## config.mk

```make
export PLATFORM = sky130hd
export DESIGN_NAME = stopwatch_ctrl
export DESIGN_NICKNAME = d
export VERILOG_FILES = /design/src/rtl/stopwatch_ctrl.sv
export SDC_FILE = /design/constraint.sdc
export NUM_CORES = 1
export LEC_CHECK = 0
export CAP_MARGIN = 20
export CORE_MARGIN = 4
export CORE_UTILIZATION = 48
export DETAILED_ROUTE_END_ITERATION = 10
export GPL_TIMING_DRIVEN = 0
export PLACE_DENSITY = 0.69
export SETUP_SLACK_MARGIN = 0.3
export SYNTH_ARGS = -nofsm -noshare
export SYNTH_HDL_FRONTEND = slang
export SYNTH_SLANG_ARGS = --single-unit
```

## constraint.sdc

```tcl
create_clock -name clk_50M -period 2.72 [get_ports clk_50M]
set_clock_uncertainty 0.15 [all_clocks]
set_input_delay 0.408 -clock clk_50M [delete_from_list [all_inputs] [get_ports clk_50M]]
set_output_delay 0.408 -clock clk_50M [all_outputs]
set_load 0.02 [all_outputs]
```

## src/rtl/stopwatch_ctrl.sv

```systemverilog
// Stopwatch control sequencer: button conditioning, IDLE/RUN/PAUSE FSM, 100 Hz tick, lap strobes, display select.
// Optional lap auto-view with timed hold is enabled by defining SW_LAP_AUTOVIEW_EN.
module stopwatch_ctrl #(
    parameter int TICK_DIV   = 500000,
    parameter int DEBOUNCE   = 1000000,
    parameter int HOLD_TICKS = 200
) (
    input  logic       clk_50M,
    input  logic       reset_n,
    input  logic       btn_start,
    input  logic       btn_lap,
    input  logic       btn_clear,
    input  logic       btn_view,
    output logic       tick,
    output logic       clear,
    output logic       lap_wr,
    output logic [1:0] lap_slot,
    output logic [1:0] lap_count,
    output logic       lap_full,
    output logic [1:0] disp_sel,
    output logic       running,
    output logic [1:0] state
);

    typedef enum logic [1:0] {IDLE = 2'b00, RUN = 2'b01, PAUSE = 2'b10} state_t;

    localparam int DIV_W = (TICK_DIV > 1) ? $clog2(TICK_DIV) : 1;
    localparam int DB_W  = (DEBOUNCE > 1) ? $clog2(DEBOUNCE) : 1;
    localparam logic [DIV_W-1:0] DIV_LAST = DIV_W'(TICK_DIV - 1);
    localparam logic [DB_W-1:0]  DB_LAST  = DB_W'(DEBOUNCE - 1);

    // Button index: 0 start, 1 lap, 2 clear, 3 view
    logic [3:0]      btn_raw, sync_a, sync_b, level, press;
    logic [DB_W-1:0] db_cnt [4];

    assign btn_raw = {btn_view, btn_clear, btn_lap, btn_start};

    always_ff @(posedge clk_50M) begin
        // NOTE: sequential state uses non-blocking assignments so every flop samples pre-edge values.
        if (!reset_n) begin
            sync_a <= '0;
            sync_b <= '0;
            level  <= '0;
            press  <= '0;
            // NOTE: the counter array is small and must restart cleanly, so it is reset like ordinary flops.
            for (int i = 0; i < 4; i++) db_cnt[i] <= '0;
        end else begin
            sync_a <= btn_raw;
            sync_b <= sync_a;
            press  <= '0;
            for (int i = 0; i < 4; i++) begin
                if (sync_b[i] == level[i]) begin
                    db_cnt[i] <= '0;
                end else if (db_cnt[i] == DB_LAST) begin
                    level[i]  <= sync_b[i];
                    db_cnt[i] <= '0;
                    press[i]  <= sync_b[i];
                end else begin
                    db_cnt[i] <= db_cnt[i] + 1'b1;
                end
            end
        end
    end

    logic start_ev, lap_ev, clr_ev, view_ev;
    assign start_ev = press[0];
    assign lap_ev   = press[1];
    assign clr_ev   = press[2];
    assign view_ev  = press[3];

    state_t           state_q, state_nxt;
    logic [DIV_W-1:0] div_q, div_nxt;
    logic             tick_nxt, clear_nxt, lap_wr_nxt;
    logic [1:0]       slot_nxt, count_nxt, disp_nxt;

`ifdef SW_LAP_AUTOVIEW_EN
    localparam int HOLD_W = $clog2(HOLD_TICKS + 1);
    logic [HOLD_W-1:0] hold_q, hold_nxt;
`endif

    always_comb begin
        // NOTE: every combinational output gets a default first, so no path can infer a latch.
        state_nxt  = state_q;
        clear_nxt  = 1'b0;
        lap_wr_nxt = 1'b0;
        slot_nxt   = lap_slot;
        count_nxt  = lap_count;
        disp_nxt   = disp_sel;
`ifdef SW_LAP_AUTOVIEW_EN
        hold_nxt   = hold_q;
`endif

        // Clear outranks start, start outranks lap; losers are dropped
        case (state_q)
            IDLE: begin
                if (clr_ev)        clear_nxt = 1'b1;
                else if (start_ev) state_nxt = RUN;
            end
            RUN: begin
                if (start_ev) begin
                    state_nxt = PAUSE;
                end else if (lap_ev && !lap_full) begin
                    lap_wr_nxt = 1'b1;
                    slot_nxt   = lap_count + 2'd1;
                    count_nxt  = lap_count + 2'd1;
                end
            end
            PAUSE: begin
                if (clr_ev) begin
                    clear_nxt = 1'b1;
                    state_nxt = IDLE;
                end else if (start_ev) begin
                    state_nxt = RUN;
                end
            end
            default: state_nxt = IDLE;
        endcase

        if (clear_nxt)           div_nxt = '0;
        else if (state_q == RUN) div_nxt = (div_q == DIV_LAST) ? '0 : div_q + 1'b1;
        else                     div_nxt = div_q;
        tick_nxt = (state_nxt == RUN) && (div_nxt == DIV_LAST);

`ifdef SW_LAP_AUTOVIEW_EN
        if (tick && hold_q != '0) begin
            hold_nxt = hold_q - 1'b1;
            if (hold_q == HOLD_W'(1)) disp_nxt = 2'd0;
        end
`endif
        if (view_ev) begin
            disp_nxt = (disp_sel >= lap_count) ? 2'd0 : disp_sel + 2'd1;
`ifdef SW_LAP_AUTOVIEW_EN
            hold_nxt = '0;
`endif
        end
`ifdef SW_LAP_AUTOVIEW_EN
        if (lap_wr_nxt) begin
            disp_nxt = slot_nxt;
            hold_nxt = HOLD_W'(HOLD_TICKS);
        end
`endif
        if (clear_nxt) begin
            count_nxt = 2'd0;
            disp_nxt  = 2'd0;
`ifdef SW_LAP_AUTOVIEW_EN
            hold_nxt  = '0;
`endif
        end
    end

    always_ff @(posedge clk_50M) begin
        if (!reset_n) begin
            state_q   <= IDLE;
            div_q     <= '0;
            tick      <= 1'b0;
            clear     <= 1'b0;
            lap_wr    <= 1'b0;
            lap_slot  <= 2'd0;
            lap_count <= 2'd0;
            lap_full  <= 1'b0;
            disp_sel  <= 2'd0;
            running   <= 1'b0;
        end else begin
            state_q   <= state_nxt;
            div_q     <= div_nxt;
            tick      <= tick_nxt;
            clear     <= clear_nxt;
            lap_wr    <= lap_wr_nxt;
            lap_slot  <= slot_nxt;
            lap_count <= count_nxt;
            lap_full  <= (count_nxt == 2'd3);
            disp_sel  <= disp_nxt;
            running   <= (state_nxt == RUN);
        end
    end

`ifdef SW_LAP_AUTOVIEW_EN
    always_ff @(posedge clk_50M) begin
        if (!reset_n) hold_q <= '0;
        else          hold_q <= hold_nxt;
    end
`endif

    assign state = state_q;

endmodule

```

==> results of run 1 <==
-- cell usage in the layout (no fill, tap or decap), types with 12 or more instances in the layout --
| cell type | count |
|---|---|
| xor2_1 | 59 |
| clkbuf_16 | 17 |
| conb_1 | 80 |
| inv_1 | 14 |
| nand3_1 | 45 |
| nand2_1 | 38 |
| clkdlybuf4s50_1 | 18 |
| edfxtp_1 | 80 |
| nor2_1 | 127 |
| dfxtp_1 | 47 |
| clkbuf_1 | 14 |
| and3_1 | 20 |
| xnor2_1 | 42 |
| nor3_1 | 12 |
| nand4_1 | 18 |
-- path summary, 6_finish.rpt --
check                                       endpoint  slack [ns]
worst max-delay path            div_q[16]$_SDFF_PN0_        0.38
worst min-delay path            sync_b[2]$_SDFF_PN0_        0.28
worst max register to register  div_q[16]$_SDFF_PN0_        0.38
worst min register to register  sync_b[2]$_SDFF_PN0_        0.28
-- layout make-up --
cell class                 instances  area [sq um]
buffer                            18          98.8
clock buffer                      24           482
clock inverter                     8          63.8
multi-input combinational        538          3110
inverter                          14          52.6
fill                            1116          5120
sequential                       128          3360
timing repair buffer              21           213
tap                              172           215
-- sequential cells by signal (all words and copies together) (netlist names) --
register / cells
clear: 1
db_cnt: 80
disp_sel: 2
div_q: 19
lap_count: 2
lap_full: 1
lap_slot: 2
lap_wr: 1
level: 4
press: 4
running: 1
state: 2
sync_a: 4
sync_b: 4
tick: 1
-- kinds of logic after synthesis --
family	share of synthesized area
muxes	0.0131
AOI/OAI and AO/OA	0.0141
DFF	0.533
xor gates and xnor gates	0.140
buffers and inverters	0.0232
and+or+nand+nor	0.261
adders and majority gates	0.0139
other	0.000595
-- per-layer routing --
metal,vias to the layer above,GRT usage,wire [um]
met5,-,0,0
met4,0,0.0735,185
met3,13,0.0498,428
met2,64,0.266,5510
met1,2132,0.215,5480
li1,2334,-,-
-- worst max-delay path, delay by kind of cell (launching register included) --
kind,cells,cell delay [ns]
DFF,1,0.30
and+or+nand+nor,5,1.41
buffers and inverters,3,0.36
-- repair_timing --
action / CTS / global route
setup endpoints to repair: 11 / 51
setup buffers: 0 / 2
pin swaps: 1 / 2
gates resized for setup: 2 / 12
-- per-stage QoR --
step	cells	worst slack [ns]	hold slack [ns]
final	923	0.379	0.280
after global routing	923	0.295	0.314
after CTS	920	0.319	0.280
after detailed placement	888	0.187	0.268
after global placement	888	0.205	0.268
after floorplan	698	0.469	0.262
-- power groups by stage --
| stage | combinational (mW) | clock [mW] | sequential (mW) |
|---|---|---|---|
| 6_report | 0.131 | 2.10 | 2.18 |
| 3_5_place_dp | 0.124 | 0 | 2.22 |
| 5_1_grt | 0.151 | 2.24 | 2.18 |
| 2_1_floorplan | 0.0976 | 0 | 2.20 |
| 4_1_cts | 0.125 | 2.14 | 2.18 |
| 3_3_place_gp | 0.123 | 0 | 2.21 |
==> flow_metrics.tcl, run 1 <==
set metrics [dict create \
    gr-total-overflow 0 \
    setup_viol 0 \
    syn_area_sq_um 6300 \
    drive_gt1_frac 0.0599 \
    r2r_start "div_q[5]$_SDFF_PN0_" \
    cap_violations 0 \
    fin_crit_ns 2.34 \
    synth_cell_type_count 45 \
    synth_edf_count 80 \
    reg2reg_depth 8 \
    antenna_found_initial 0 \
    rsz0062_at_grt "yes" \
    area_growth_pct 20.6 \
    ys_warn_count 0 \
    fmax_mhz 427 \
    grt_pass1_vias 4387 \
    via_count 4543 \
    start_util 0.496 \
    hold_viol_final 0 \
    yosysSeqAreaShare 0.533 \
    grt_max_degree 17 \
    first_pass_iters 4 \
    yosys.area.top_type "edfxtp_1" \
    clock_latency_ns 0.42 \
    synth_top_area_frac 0.381 \
    cts-root-buf "clkbuf_16" \
    ys.flop_type "edfxtp_1" \
    core_sq_um 12700 \
    swShare 0.209 \
    first_iter_violations 295 \
    hold_path_startpoint "sync_a[2]$_SDFF_PN0_" \
    clk_pin_slew_ns 0.05 \
    postCtsHoldBufs 0 \
    intPower_mw 3.49 \
    cp_max_fo 10 \
    num_antenna_cells 0 \
    wire_per_inst_um 12.6 \
    cp_cell_sequence "buf_6 > or4b_4 > or4_4 > nor3_4 > or2_1 > buf_6 > buf_8 > nor2_1" \
    worstSetupEndpointType "register" \
    max_stage_delay_ns 0.51 \
    leakage_nw 2.76 \
    grt_pass1_wl_um 19700 \
    drtAntennaViolNets 0 \
    path_class "reg2reg" \
    synth_commonest_cells "127 x nor2_1, 80 x edfxtp_1, 59 x xor2_1, 48 x dfxtp_1, 45 x nand3_1" \
    status "complete, no violations" \
    ir_drop_mv 0.464 \
    grtUsageTotal 0.168 \
    hpwlAfterDp_um 8300 \
    async_reset_ff_frac 0 \
    slew_headroom 0.612 \
    cts_sinks 128 \
    row_count 41 \
    syn_area_per_cell_sq_um 10.2 \
    htree_levels 4 \
    viasPerCell 4.92 \
    min_path_type "reg2reg" \
    synth_most_common_cell "nor2_1" \
    synth_seq_cells 128 \
    min_path_cells 1 \
    cp_data_arrival_time_ns 2.49 \
    seqPwrFrac 0.493 \
    cpMaxStageDelayCell "or4b_4" \
    p_sw_mw 0.920 \
    final_nets 751 \
    worst-slew-pin-transition_ns 0.577 \
    drc 0 \
    die_w_um 123 \
    crit_top_cell "buf_6" \
    netlist_top_cells_area "edfxtp_1 38%, dfxtp_1 15%, xor2_1 8.2%" \
    finalWirelength_um 11600 \
    gp_congestion 0.875 \
    synthCells 619 \
    report.final.slew_viol_count 0 \
    fin_total_pwr_mw 4.41 \
    numCtsBuffers 17 \
    boundaryPins 19 \
    comb_power_share 0.030 \
    cts_tree "yes" \
    io_buffer_count 18 \
    power.share.clock 0.477 \
    pwr_density_cell_nw_per_um2 580 \
    placed_area_sq_um 7000 \
    start_kind "register" \
    fin_util 0.598 \
    clock_path_buffers 2 \
    fp.dieH_um 123 \
    design_area_sq_um 7600 \
    post-route-period-util 0.861 \
    dieArea_sq_um 15000 \
    worst_ep_required_time_ns 2.87 \
    tns_ns 0 \
    timing.critical_path.from "div_q[5]$_SDFF_PN0_" \
]
No activity file was read; power rests on OpenSTA's default activity.
==> run 2, diff against run 1 <==
- CORE_UTILIZATION: 48 -> 64
- DONT_BUFFER_PORTS: default -> 1
- PLACE_DENSITY: 0.69 -> 0.84
- TNS_END_PERCENT: default -> 20
==> run 2 against run 1 <==
Global-route usage is 6.9 points higher. Power is 1.4% higher. Utilization increased by 19 points. Register-to-register slack got worse by 0.11 ns. Combinational power hardly changed. Via count up 2.8%. Non-clock buffer count fell by 15. Critical path depth shrank 2. Cell count is 6.3% lower. Sequential power about the same. Critical endpoint is now tick$_SDFF_PN0_. Largest cell class unchanged. Largest power group unchanged.
==> flow_metrics.tcl, run 2 (same netlist as run 1, synthesis figures left out) <==
set metrics [dict create \
    placed_area_sq_um 6760 \
    r2r_start "state[1]$_SDFF_PN0_" \
    ir_drop_mv 0.447 \
    regMostFlops "db_cnt" \
    gp_congestion 0.845 \
    cp_data_arrival_time_ns 2.71 \
    start_kind "register" \
    hpwlAfterDp_um 8270 \
    clock_latency_ns 0.53 \
    fin_total_pwr_mw 4.47 \
    slew_headroom 0.621 \
    fp.dieH_um 107 \
    reg2reg_depth 6 \
    hold_end "lap_full$_SDFF_PN0_" \
    boundaryPins 19 \
    setup_viol 0 \
    drtAntennaViolNets 0 \
    pwr_density_cell_nw_per_um2 602 \
    start_util 0.670 \
    reg_top3 "db_cnt x80, div_q x19" \
    final_nets 736 \
    clk_pin_slew_ns 0.06 \
    fmax_mhz 408 \
    finalWorstSetupSlack_ns 0.268 \
    fill_cells 587 \
    status "complete, no violations" \
    wire_per_inst_um 14.5 \
    via_count 4668 \
    grt_max_degree 17 \
    worst-slew-pin-transition_ns 0.568 \
    fin_util 0.789 \
    finalWirelength_um 12500 \
    hold_viol_final 0 \
    final_common_cell "nor2_1" \
    first_pass_iters 5 \
    min_path_type "in2reg" \
    fin_crit_ns 2.45 \
    cap_violations 0 \
    grt_pass1_vias 4670 \
    gr-total-overflow 0 \
    grtUsageTotal 0.237 \
    drc 0 \
    dieArea_sq_um 11500 \
    r2r_slack_ns 0.27 \
    die_w_um 107 \
    wl_met3_um 609 \
    maxUsedRoutingLayer "met4" \
    row_count 35 \
    antenna_found_initial 0 \
    cts_sinks 128 \
    worstSetupEndpointType "register" \
    core_sq_um 9420 \
    wl_met1_um 5500 \
    post-route-period-util 0.901 \
    r2r-end "tick$_SDFF_PN0_" \
    leakage_nw 2.71 \
    drive_gt1_frac 0.0666 \
    tns_ns 0 \
    largest_register_ffs 80 \
    design_area_sq_um 7430 \
    area_growth_pct 17.8 \
    num_antenna_cells 0 \
    rsz0062_at_grt "yes" \
    met2_length_um 6240 \
    place_ws_ns 0.201 \
    numCtsBuffers 17 \
    first_iter_violations 247 \
    min_path_cells 2 \
    htree_levels 4 \
    path_class "reg2reg" \
    io_buffer_count 0 \
    worst_ep_required_time_ns 2.98 \
    report.final.slew_viol_count 0 \
    clock_path_buffers 2 \
    cts-root-buf "clkbuf_8" \
    hold_path_startpoint "reset_n" \
    viasPerCell 5.40 \
    cp_max_fo 7 \
    grt_pass1_wl_um 21300 \
    final_cell_mix "127 x nor2_1, 80 x edfxtp_1, 80 x conb_1, 59 x xor2_1, 46 x dfxtp_1" \
    cts_tree "yes" \
]
## run 2: power by group
part	internal [mW]	switching [mW]
Clock	1.28	0.883
Sequential	2.12	0.0589
Combinational	0.0526	0.0775
Total	3.45	1.02
## run 2: worst max-delay path by stage
stage / from / to / cells after the start
detailed placement: state[0]$_SDFF_PN0_ / tick$_SDFF_PN0_ / 6
global route: div_q[1]$_SDFF_PN0_ / tick$_SDFF_PN0_ / 7
global placement: state[0]$_SDFF_PN0_ / tick$_SDFF_PN0_ / 6
floorplan: div_q[5]$_SDFF_PN0_ / div_q[16]$_SDFF_PN0_ / 8
finish: state[1]$_SDFF_PN0_ / tick$_SDFF_PN0_ / 6
CTS: div_q[0]$_SDFF_PN0_ / tick$_SDFF_PN0_ / 7
## run 2: routing by layer
metal  up-vias  track usage
li1       2306            -
met1      2219        0.297
met2       120        0.387
met3        23       0.0720
met4         0       0.0886
met5         -            0
## run 2: through the flow
stage                     std cells  hold WS (ns)
after floorplan                 698         0.262
after global placement          827         0.269
after detailed placement        827         0.273
after CTS                       865        0.0113
after global routing            865        0.0231
final                           865        0.0198
## run 2: final cells by class
class	instances	area, sq um	area share
Buffer	18	97.6	0.0131
Clock buffer	19	443	0.0596
Clock inverter	13	128	0.0172
Inverter	14	52.6	0.00707
Multi-Input combinational cell	538	3120	0.421
Sequential cell	128	3370	0.453
Tap cell	129	161	0.0217
Timing Repair Buffer	6	57.6	0.00775
## run 2: what timing repair did
| action | in CTS | in global routing |
|---|---|---|
| endpoints found under the setup margin | 31 | 53 |
| setup buffers | 1 | 0 |
| hold endpoints to repair | 9 | 0 |
| hold buffers | 5 | 0 |
| gates resized for setup | 4 | 10 |
| pin swaps | 1 | 0 |
## run 2: worst max-delay path, cell delays in order (launching register included)
cell and delay, ns:
dfxtp_1 0.45, nand4b_4 0.29, or4_4 0.58, mux2_1 0.32, o22ai_1 0.16, o211ai_1 0.13, nor4_1 0.25
==> run 3, diff against run 2 <==
- SETUP_SLACK_MARGIN: 0.3 -> 0.1
==> run 3 against run 2 <==
Utilization fell by 0.43 points. Via count fell by 0.88%. Die area did not move. Sequential share of layout area rose by 0.21 points. Critical path type unchanged. Critical endpoint unchanged. Largest cell class unchanged. Largest power group unchanged.
==> flow_metrics.tcl, run 3 (same netlist as run 1, synthesis figures left out) <==
set metrics [dict create \
    antenna_found_initial 0 \
    num_antenna_cells 0 \
    finalWorstSetupSlack_ns 0.124 \
    pwr_density_cell_nw_per_um2 605 \
    design_area_sq_um 7390 \
    row_count 35 \
    largest_register_ffs 80 \
    cp_data_arrival_time_ns 2.86 \
    timing.critical_path.from "state[0]$_SDFF_PN0_" \
    seqPwrFrac 0.487 \
    multi_input_area_sq_um 3100 \
    boundaryPins 19 \
    r2r-end "tick$_SDFF_PN0_" \
    post-route-period-util 0.954 \
    placed_cells 827 \
    status "complete, no violations" \
    rsz0062_at_grt "yes" \
    cts-root-buf "clkbuf_8" \
    fmax_mhz 385 \
    worstSetupEndpointType "register" \
    min_path_type "in2reg" \
    place_ws_ns 0.201 \
    numCtsBuffers 17 \
    fp.dieH_um 107 \
    worst-slew-pin-transition_ns 0.988 \
    worst_ep_required_time_ns 2.98 \
    gp_congestion 0.845 \
    regMostFlops "db_cnt" \
    htree_levels 4 \
    setup_viol 0 \
    fin_crit_ns 2.60 \
    first_pass_iters 5 \
    r2r_slack_ns 0.12 \
    via_count 4627 \
    cp_max_fo 8 \
    report.final.slew_viol_count 0 \
    intPower_mw 3.45 \
    wire_per_inst_um 14.4 \
    r2r_start "state[0]$_SDFF_PN0_" \
    hold_end "lap_full$_SDFF_PN0_" \
    final_cell_mix "127 x nor2_1, 80 x edfxtp_1, 80 x conb_1, 59 x xor2_1, 48 x dfxtp_1" \
    regArea_sq_um 3360 \
    drc 0 \
    placed_area_sq_um 6760 \
    finalWirelength_um 12400 \
    cts_tree "yes" \
    gr-total-overflow 0 \
    tns_ns 0 \
    core_sq_um 9420 \
    whs_ns 0.0230 \
    cap_violations 0 \
    final_common_cell "nor2_1" \
    final_nets 735 \
    die_w_um 107 \
    hold_viol_final 0 \
    power.share.clock 0.484 \
    drtAntennaViolNets 0 \
    reg_top3 "db_cnt x80, div_q x19" \
    grt_pass1_vias 4648 \
    area_growth_pct 17.2 \
    stdcell_count 864 \
    clock_path_buffers 2 \
    clock_latency_ns 0.53 \
    p_sw_mw 1.02 \
    viasPerCell 5.36 \
    hpwlAfterDp_um 8270 \
    drive_gt1_frac 0.0544 \
    post_cts_buffers 0 \
    first_iter_violations 237 \
    swShare 0.228 \
    path_class "reg2reg" \
    dieArea_sq_um 11500 \
    clk_pin_slew_ns 0.06 \
    reg2reg_depth 6 \
    start_kind "register" \
    comb_power_share 0.029 \
    io_buffer_count 0 \
    fill_cells 599 \
    grt_pass1_wl_um 21200 \
    ir_drop_mv 0.447 \
    cts_sinks 128 \
    start_util 0.670 \
    fin_total_pwr_mw 4.47 \
    grtUsageTotal 0.236 \
    fin_util 0.785 \
    slew_headroom 0.332 \
    leakage_nw 2.67 \
    grt_max_degree 17 \
    min_path_cells 2 \
    hold_path_startpoint "reset_n" \
]
==> run 3: final cells by class <==
class | instances | area share
Tap cell | 129 | 0.0218
Inverter | 14 | 0.00711
Clock buffer | 19 | 0.0599
Timing Repair Buffer | 5 | 0.00677
Buffer | 18 | 0.0129
Clock inverter | 13 | 0.0173
Sequential cell | 128 | 0.455
Multi-Input combinational cell | 538 | 0.419
==> run 3: power groups by stage <==
stage	combinational, mW	clock, mW	sequential (mW)
3_3_place_gp	0.111	0	2.21
3_5_place_dp	0.114	0	2.22
4_1_cts	0.124	2.19	2.18
6_report	0.129	2.16	2.18
5_1_grt	0.148	2.29	2.19
2_1_floorplan	0.0976	0	2.20
==> run 3: what timing repair did <==
action / 4_1_cts / 5_1_grt
endpoints found under the hold margin: 8 / 0
hold buffers: 5 / 0
gates resized for setup: 0 / 3
setup endpoints to repair: 0 / 23
==> run 3: how the worst max path moves through the flow <==
stage	cells after the start	slack [ns]	to
final	6	0.12	tick$_SDFF_PN0_
after global placement	6	0.21	tick$_SDFF_PN0_
after detailed placement	6	0.20	tick$_SDFF_PN0_
after CTS	6	0.14	tick$_SDFF_PN0_
after floorplan	8	0.47	div_q[16]$_SDFF_PN0_
after global routing	6	0.02	tick$_SDFF_PN0_
==> run 3: critical path, cell delays in order, from the launching register on <==
cell	delay, ns
dfxtp_1	0.60
nand4b_2	0.26
or4_4	0.60
mux2_1	0.33
o22ai_1	0.16
o211ai_1	0.13
nor4_1	0.25
==> run 3: routing by layer <==
metal,global-route usage,wire (um),vias to the layer above,part of all wire
met5,0,0,-,0
met4,0.0858,161,0,0.013
met3,0.0690,542,17,0.044
met2,0.388,6190,95,0.50
met1,0.295,5540,2214,0.45
li1,-,-,2301,-
